$ cat src/rtl/stream_arbiter.sv
// Two-source AXI-Stream packet arbiter, round-robin on ties, one packet per grant.
// Latency: 1 cycle input beat to m01 output register, plus a 1-cycle bubble per grant.
// Backpressure: owner tready drops while the output register is full and m01 is stalled.
module stream_arbiter #(
  parameter int DATA_WIDTH = 32,
  parameter int MAX_BEATS  = 4096,
  parameter int CNT_WIDTH  = 16
) (
  input  logic                    axis_aclk,
  input  logic                    axis_aresetn,

  input  logic [DATA_WIDTH-1:0]   s01_axis_tdata,
  input  logic [DATA_WIDTH/8-1:0] s01_axis_tstrb,
  input  logic                    s01_axis_tvalid,
  input  logic                    s01_axis_tlast,
  output logic                    s01_axis_tready,

  input  logic [DATA_WIDTH-1:0]   s02_axis_tdata,
  input  logic [DATA_WIDTH/8-1:0] s02_axis_tstrb,
  input  logic                    s02_axis_tvalid,
  input  logic                    s02_axis_tlast,
  output logic                    s02_axis_tready,

  output logic [DATA_WIDTH-1:0]   m01_axis_tdata,
  output logic [DATA_WIDTH/8-1:0] m01_axis_tstrb,
  output logic                    m01_axis_tvalid,
  output logic                    m01_axis_tlast,
  input  logic                    m01_axis_tready,

  output logic [1:0]              grant,
  output logic [CNT_WIDTH-1:0]    pkt_cnt01,
  output logic [CNT_WIDTH-1:0]    pkt_cnt02,
  output logic                    overrun
);

  localparam int BW = $clog2(MAX_BEATS) + 1;
  localparam int SW = DATA_WIDTH / 8;

  typedef enum logic [1:0] {IDLE, GNT01, GNT02} state_t;

  state_t          state, state_nxt;
  logic            last_owner;  // 0 = s01, 1 = s02
  logic [BW-1:0]   beat_cnt;

  logic            out_free;
  logic            acc01, acc02, acc;
  logic [DATA_WIDTH-1:0] in_tdata;
  logic [SW-1:0]   in_tstrb;
  logic            in_tlast;
  logic            cnt_limit;
  logic            force_last;
  logic            pkt_end;

  assign out_free        = !m01_axis_tvalid || m01_axis_tready;
  assign s01_axis_tready = (state == GNT01) && out_free;
  assign s02_axis_tready = (state == GNT02) && out_free;

  assign acc01 = s01_axis_tvalid && s01_axis_tready;
  assign acc02 = s02_axis_tvalid && s02_axis_tready;
  assign acc   = acc01 || acc02;

  assign in_tdata = (state == GNT02) ? s02_axis_tdata : s01_axis_tdata;
  assign in_tstrb = (state == GNT02) ? s02_axis_tstrb : s01_axis_tstrb;
  assign in_tlast = (state == GNT02) ? s02_axis_tlast : s01_axis_tlast;

  // A packet that reaches MAX_BEATS without tlast is cut and closed here.
  assign cnt_limit  = (beat_cnt == BW'(MAX_BEATS - 1));
  assign force_last = !in_tlast && cnt_limit;
  assign pkt_end    = acc && (in_tlast || cnt_limit);

  always_comb begin
    state_nxt = state;
    case (state)
      IDLE: begin
        if (s01_axis_tvalid && s02_axis_tvalid)
          state_nxt = last_owner ? GNT01 : GNT02;
        else if (s01_axis_tvalid)
          state_nxt = GNT01;
        else if (s02_axis_tvalid)
          state_nxt = GNT02;
      end
      GNT01, GNT02: begin
        if (pkt_end)
          state_nxt = IDLE;
      end
      default: state_nxt = IDLE;
    endcase
  end

  always_comb begin
    grant = 2'b00;
    case (state)
      GNT01:   grant = 2'b01;
      GNT02:   grant = 2'b10;
      default: grant = 2'b00;
    endcase
  end

  always_ff @(posedge axis_aclk) begin
    if (!axis_aresetn) begin
      state           <= IDLE;
      last_owner      <= 1'b1;
      beat_cnt        <= '0;
      m01_axis_tdata  <= '0;
      m01_axis_tstrb  <= '0;
      m01_axis_tlast  <= 1'b0;
      m01_axis_tvalid <= 1'b0;
      pkt_cnt01       <= '0;
      pkt_cnt02       <= '0;
      overrun         <= 1'b0;
    end else begin
      state <= state_nxt;

      // Holding the count at zero while idle clears it for every new grant.
      if (state == IDLE)
        beat_cnt <= '0;
      else if (acc)
        beat_cnt <= beat_cnt + BW'(1);

      if (acc) begin
        m01_axis_tdata  <= in_tdata;
        m01_axis_tstrb  <= in_tstrb;
        m01_axis_tlast  <= in_tlast || force_last;
        m01_axis_tvalid <= 1'b1;
      end else if (m01_axis_tready) begin
        m01_axis_tvalid <= 1'b0;
      end

      if (pkt_end) begin
        last_owner <= (state == GNT02);
        if (state == GNT02)
          pkt_cnt02 <= pkt_cnt02 + CNT_WIDTH'(1);
        else
          pkt_cnt01 <= pkt_cnt01 + CNT_WIDTH'(1);
        if (force_last)
          overrun <= 1'b1;
      end
    end
  end

endmodule

$ cat config.mk
export PLATFORM = sky130hd
export DESIGN_NAME = stream_arbiter
export DESIGN_NICKNAME = d
export VERILOG_FILES = /design/src/rtl/stream_arbiter.sv
export SDC_FILE = /design/constraint.sdc
export NUM_CORES = 1
export LEC_CHECK = 0
export ABC_AREA = 0
export CORE_MARGIN = 5
export CORE_UTILIZATION = 35
export CTS_CLUSTER_SIZE = 28
export DETAILED_ROUTE_END_ITERATION = 8
export GPL_TIMING_DRIVEN = 0
export HOLD_SLACK_MARGIN = 0.08
export PLACE_DENSITY = 0.75
export SYNTH_ARGS = -nofsm -noshare
export SYNTH_HDL_FRONTEND = slang
export SYNTH_SLANG_ARGS = --single-unit
$ cat constraint.sdc
create_clock -name axis_aclk -period 3 [get_ports axis_aclk]
set_input_delay 0.3 -clock axis_aclk [delete_from_list [all_inputs] [get_ports axis_aclk]]
set_output_delay 0.3 -clock axis_aclk [all_outputs]
set_load 0.05 [all_outputs]
==> run metrics <==
Remaining DRCs 0; Slew Viols, Final 0; number of vias per cell 5.25; worst setup path startpoint state[0]; Synth area leader dfxtp_1; worst r2r path cells 7; design area 0.00602 mm2; TritonRoute pass-1 iters 5; CTS buffer count 9; wire length per cell 16.6 um; via count 3997; commonest non-fill, non-tap cell in the layout clkdlybuf4s50_1; Clock power frac 24.9%; Fill cells 1068; Die Area 0.0137 mm2; endpoints failing setup 0; top post-synthesis cells by area dfxtp_1 43%, mux2i_1 10%, a211oi_1 6.9%; CTS tree done; Antenna Nets Post-Route 0; reg2reg start state[0]; Setup Buffers After CTS 0; FF+latch count, synth 87; Distinct cells, synth 41; port bufs 153; period utilization 93.1%; Crit Path Class flip-flop to flip-flop; first-pass GRT wire length 19700 um; crit path to m01_axis_tdata[7]; P&R area growth vs syn 50.0%; placed cell areas 0.00573 mm2; Worst Path Max Fanout 10; row count 39; Routability Congestion 0.830; slew margin rel. 43.1%; Post-Synthesis Cell Area 0.00402 mm2; Max clock buf depth 2; DRT Wirelength 12600 um; pre-CTS WS -239 ps; die width 117 um; Critical Path AT 2980 ps; Power per Cell Area 723 mW/mm2; Worst IR Drop VDD 453 uV; maxcap violations 0; CTS H-tree depth 3; largest net degree at the start of global routing 17; commonest non-fill, non-tap cells in the layout 152 x clkdlybuf4s50_1, 87 x dfxtp_1, 62 x nor2_1; final hold vios 0; Fin Clk Skew 4.41 ps; chip height 117 um; average cell area after synthesis 8.93 um2; Clock Latency Late Sink 330 ps; vias in the first global route 4028; Final Non-Filler Cells 762; clock sinks 87; Slew @ Worst Pin 853 ps; switching pwr 1.78 mW; Final HPWL DP 9860 um; clock-pin slew on the worst setup and hold paths 70 ps; status complete, no violations; RSZ-0062 raised after global routing no; Pint 2.58 mW; Max Fclk 358 MHz; Core Box Area 0.0113 mm2; utilization after layout 53.2%; Gate Count Post-Synth 450; IO Count 154; number of synthesized flops with an enable pin 0; diode count 0; yosys warns 0; R2R setup slack 210 ps; initial antenna violation count 0; Total GRT Usage 18.3%; Worst Hold Class flip-flop to flip-flop; starting density of the core 35.5%; 1st-iter DRT viols 253; top cell type's share of synthesized area 43.4%; Setup crit start kind flip-flop; Root Driver clkbuf_16; CP Capture Type flip-flop; Final min period 2790 ps; Post-Place Cells 746; switching share of power 40.8%; fraction of registers with async set/reset 0%; nets@finish 700; Leak 1.99 nW; layout cell share with drive strength beyond 1 4.20%; CP required 3190 ps; Final WS setup 207 ps; Comb pwr share 42.4%; sequential share of power 32.7%; GRT overflow 0; Syn Nets 536; Post-synth top flop dfxtp_1; r2r endpoint m01_axis_tdata[7]; register area share after synthesis 43.4%
==> critical path: stages, from the launching register on <==
cell and delay, ps:
dfxtp_1 340, inv_1 90, ha_1 340, a22oi_1 310, nor2_2 440, buf_1 520, buf_1 450, a211oi_1 160
==> through the flow <==
step	total power [mW]	TNS, ps	hold slack, ps
after floorplan	2.64	0	447
after global placement	3.27	-133	453
after detailed placement	3.31	-1270	451
after CTS	4.40	0	463
after global routing	4.58	0	480
final	4.35	0	461
==> area by class of cell <==
type | count | area (um2) | share of cell area [%]
clock buffers | 10 | 239 | 3.97
clock inverters | 6 | 51.3 | 0.852
multi-input cells | 328 | 2140 | 35.6
inverters | 8 | 30.0 | 0.499
plain buffers | 27 | 108 | 1.79
flip-flops and latches | 87 | 1740 | 28.9
well taps | 143 | 179 | 2.97
repair buffers | 153 | 1530 | 25.4
==> power by group through the flow <==
stage / logic, mW / clock network [mW] / registers, mW
after global routing: 1.98 / 1.15 / 1.45
after floorplan: 0.663 / 0 / 1.98
after global placement: 1.83 / 0 / 1.44
after detailed placement: 1.86 / 0 / 1.45
final: 1.85 / 1.08 / 1.42
after CTS: 1.87 / 1.11 / 1.43
==> cell usage after synthesis (all sizes together) (2+ instances only) <==
cell type and count:
a21oi 21, nand3b 2, nor2 63, dfxtp 87, and3 5, o21a 3, or4 5, o31ai 4
o2111ai 6, or3 13, nand2b 3, buf 5, mux2i 40, and4 3, nand4 12, ha 7
o21ai 19, nor4 5, nor3 5, and2 5, nor2b 2, xor2 18, o211ai 4, xnor2 5
nand3 8, a211oi 37, nand2 26, clkbuf 22, inv 8
==> logic make-up (layout without fill, tap and decap cells) <==
group	Yosys count	after routing	synth area share (%)
simple gates	159	159	19.7
compound gates	98	98	16.2
flops	87	87	43.4
mux	41	41	10.2
buf+inv	35	204	3.30
xor+xnor	23	23	5.02
fa+ha+maj	7	7	2.18
==> layer usage <==
metal  share of wire [%]  track usage (%)  wire length (um)
met2                  46             30.4              5820
met5                   0                0                 0
met1                  40             21.3              5110
met4                 2.0             6.80               258
met3                  11             7.51              1430
==> worst min path at each step <==
stage,start,end,slack (ps),depth (start not counted)
after floorplan,axis_aresetn,pkt_cnt01[1],450,2
after global placement,m01_axis_tlast,m01_axis_tlast,450,2
after detailed placement,m01_axis_tlast,m01_axis_tlast,450,2
after CTS,m01_axis_tlast,m01_axis_tlast,460,2
after global routing,m01_axis_tlast,m01_axis_tlast,480,2
final,m01_axis_tlast,m01_axis_tlast,460,2
==> timing repair <==
item | 4_1_cts | 5_1_grt
hold buffers | 0 | 0
setup endpoints to repair | 8 | 2
gates resized for setup | 4 | 3
==> registers in the layout, indices dropped and copies added (netlist names) <==
register / count
last_owner: 1
m01_axis_tlast: 1
m01_axis_tdata: 32
state: 2
pkt_cnt01: 16
pkt_cnt02: 16
beat_cnt: 13
overrun: 1
m01_axis_tvalid: 1
m01_axis_tstrb: 4
Power figures use the tool's default switching activity.
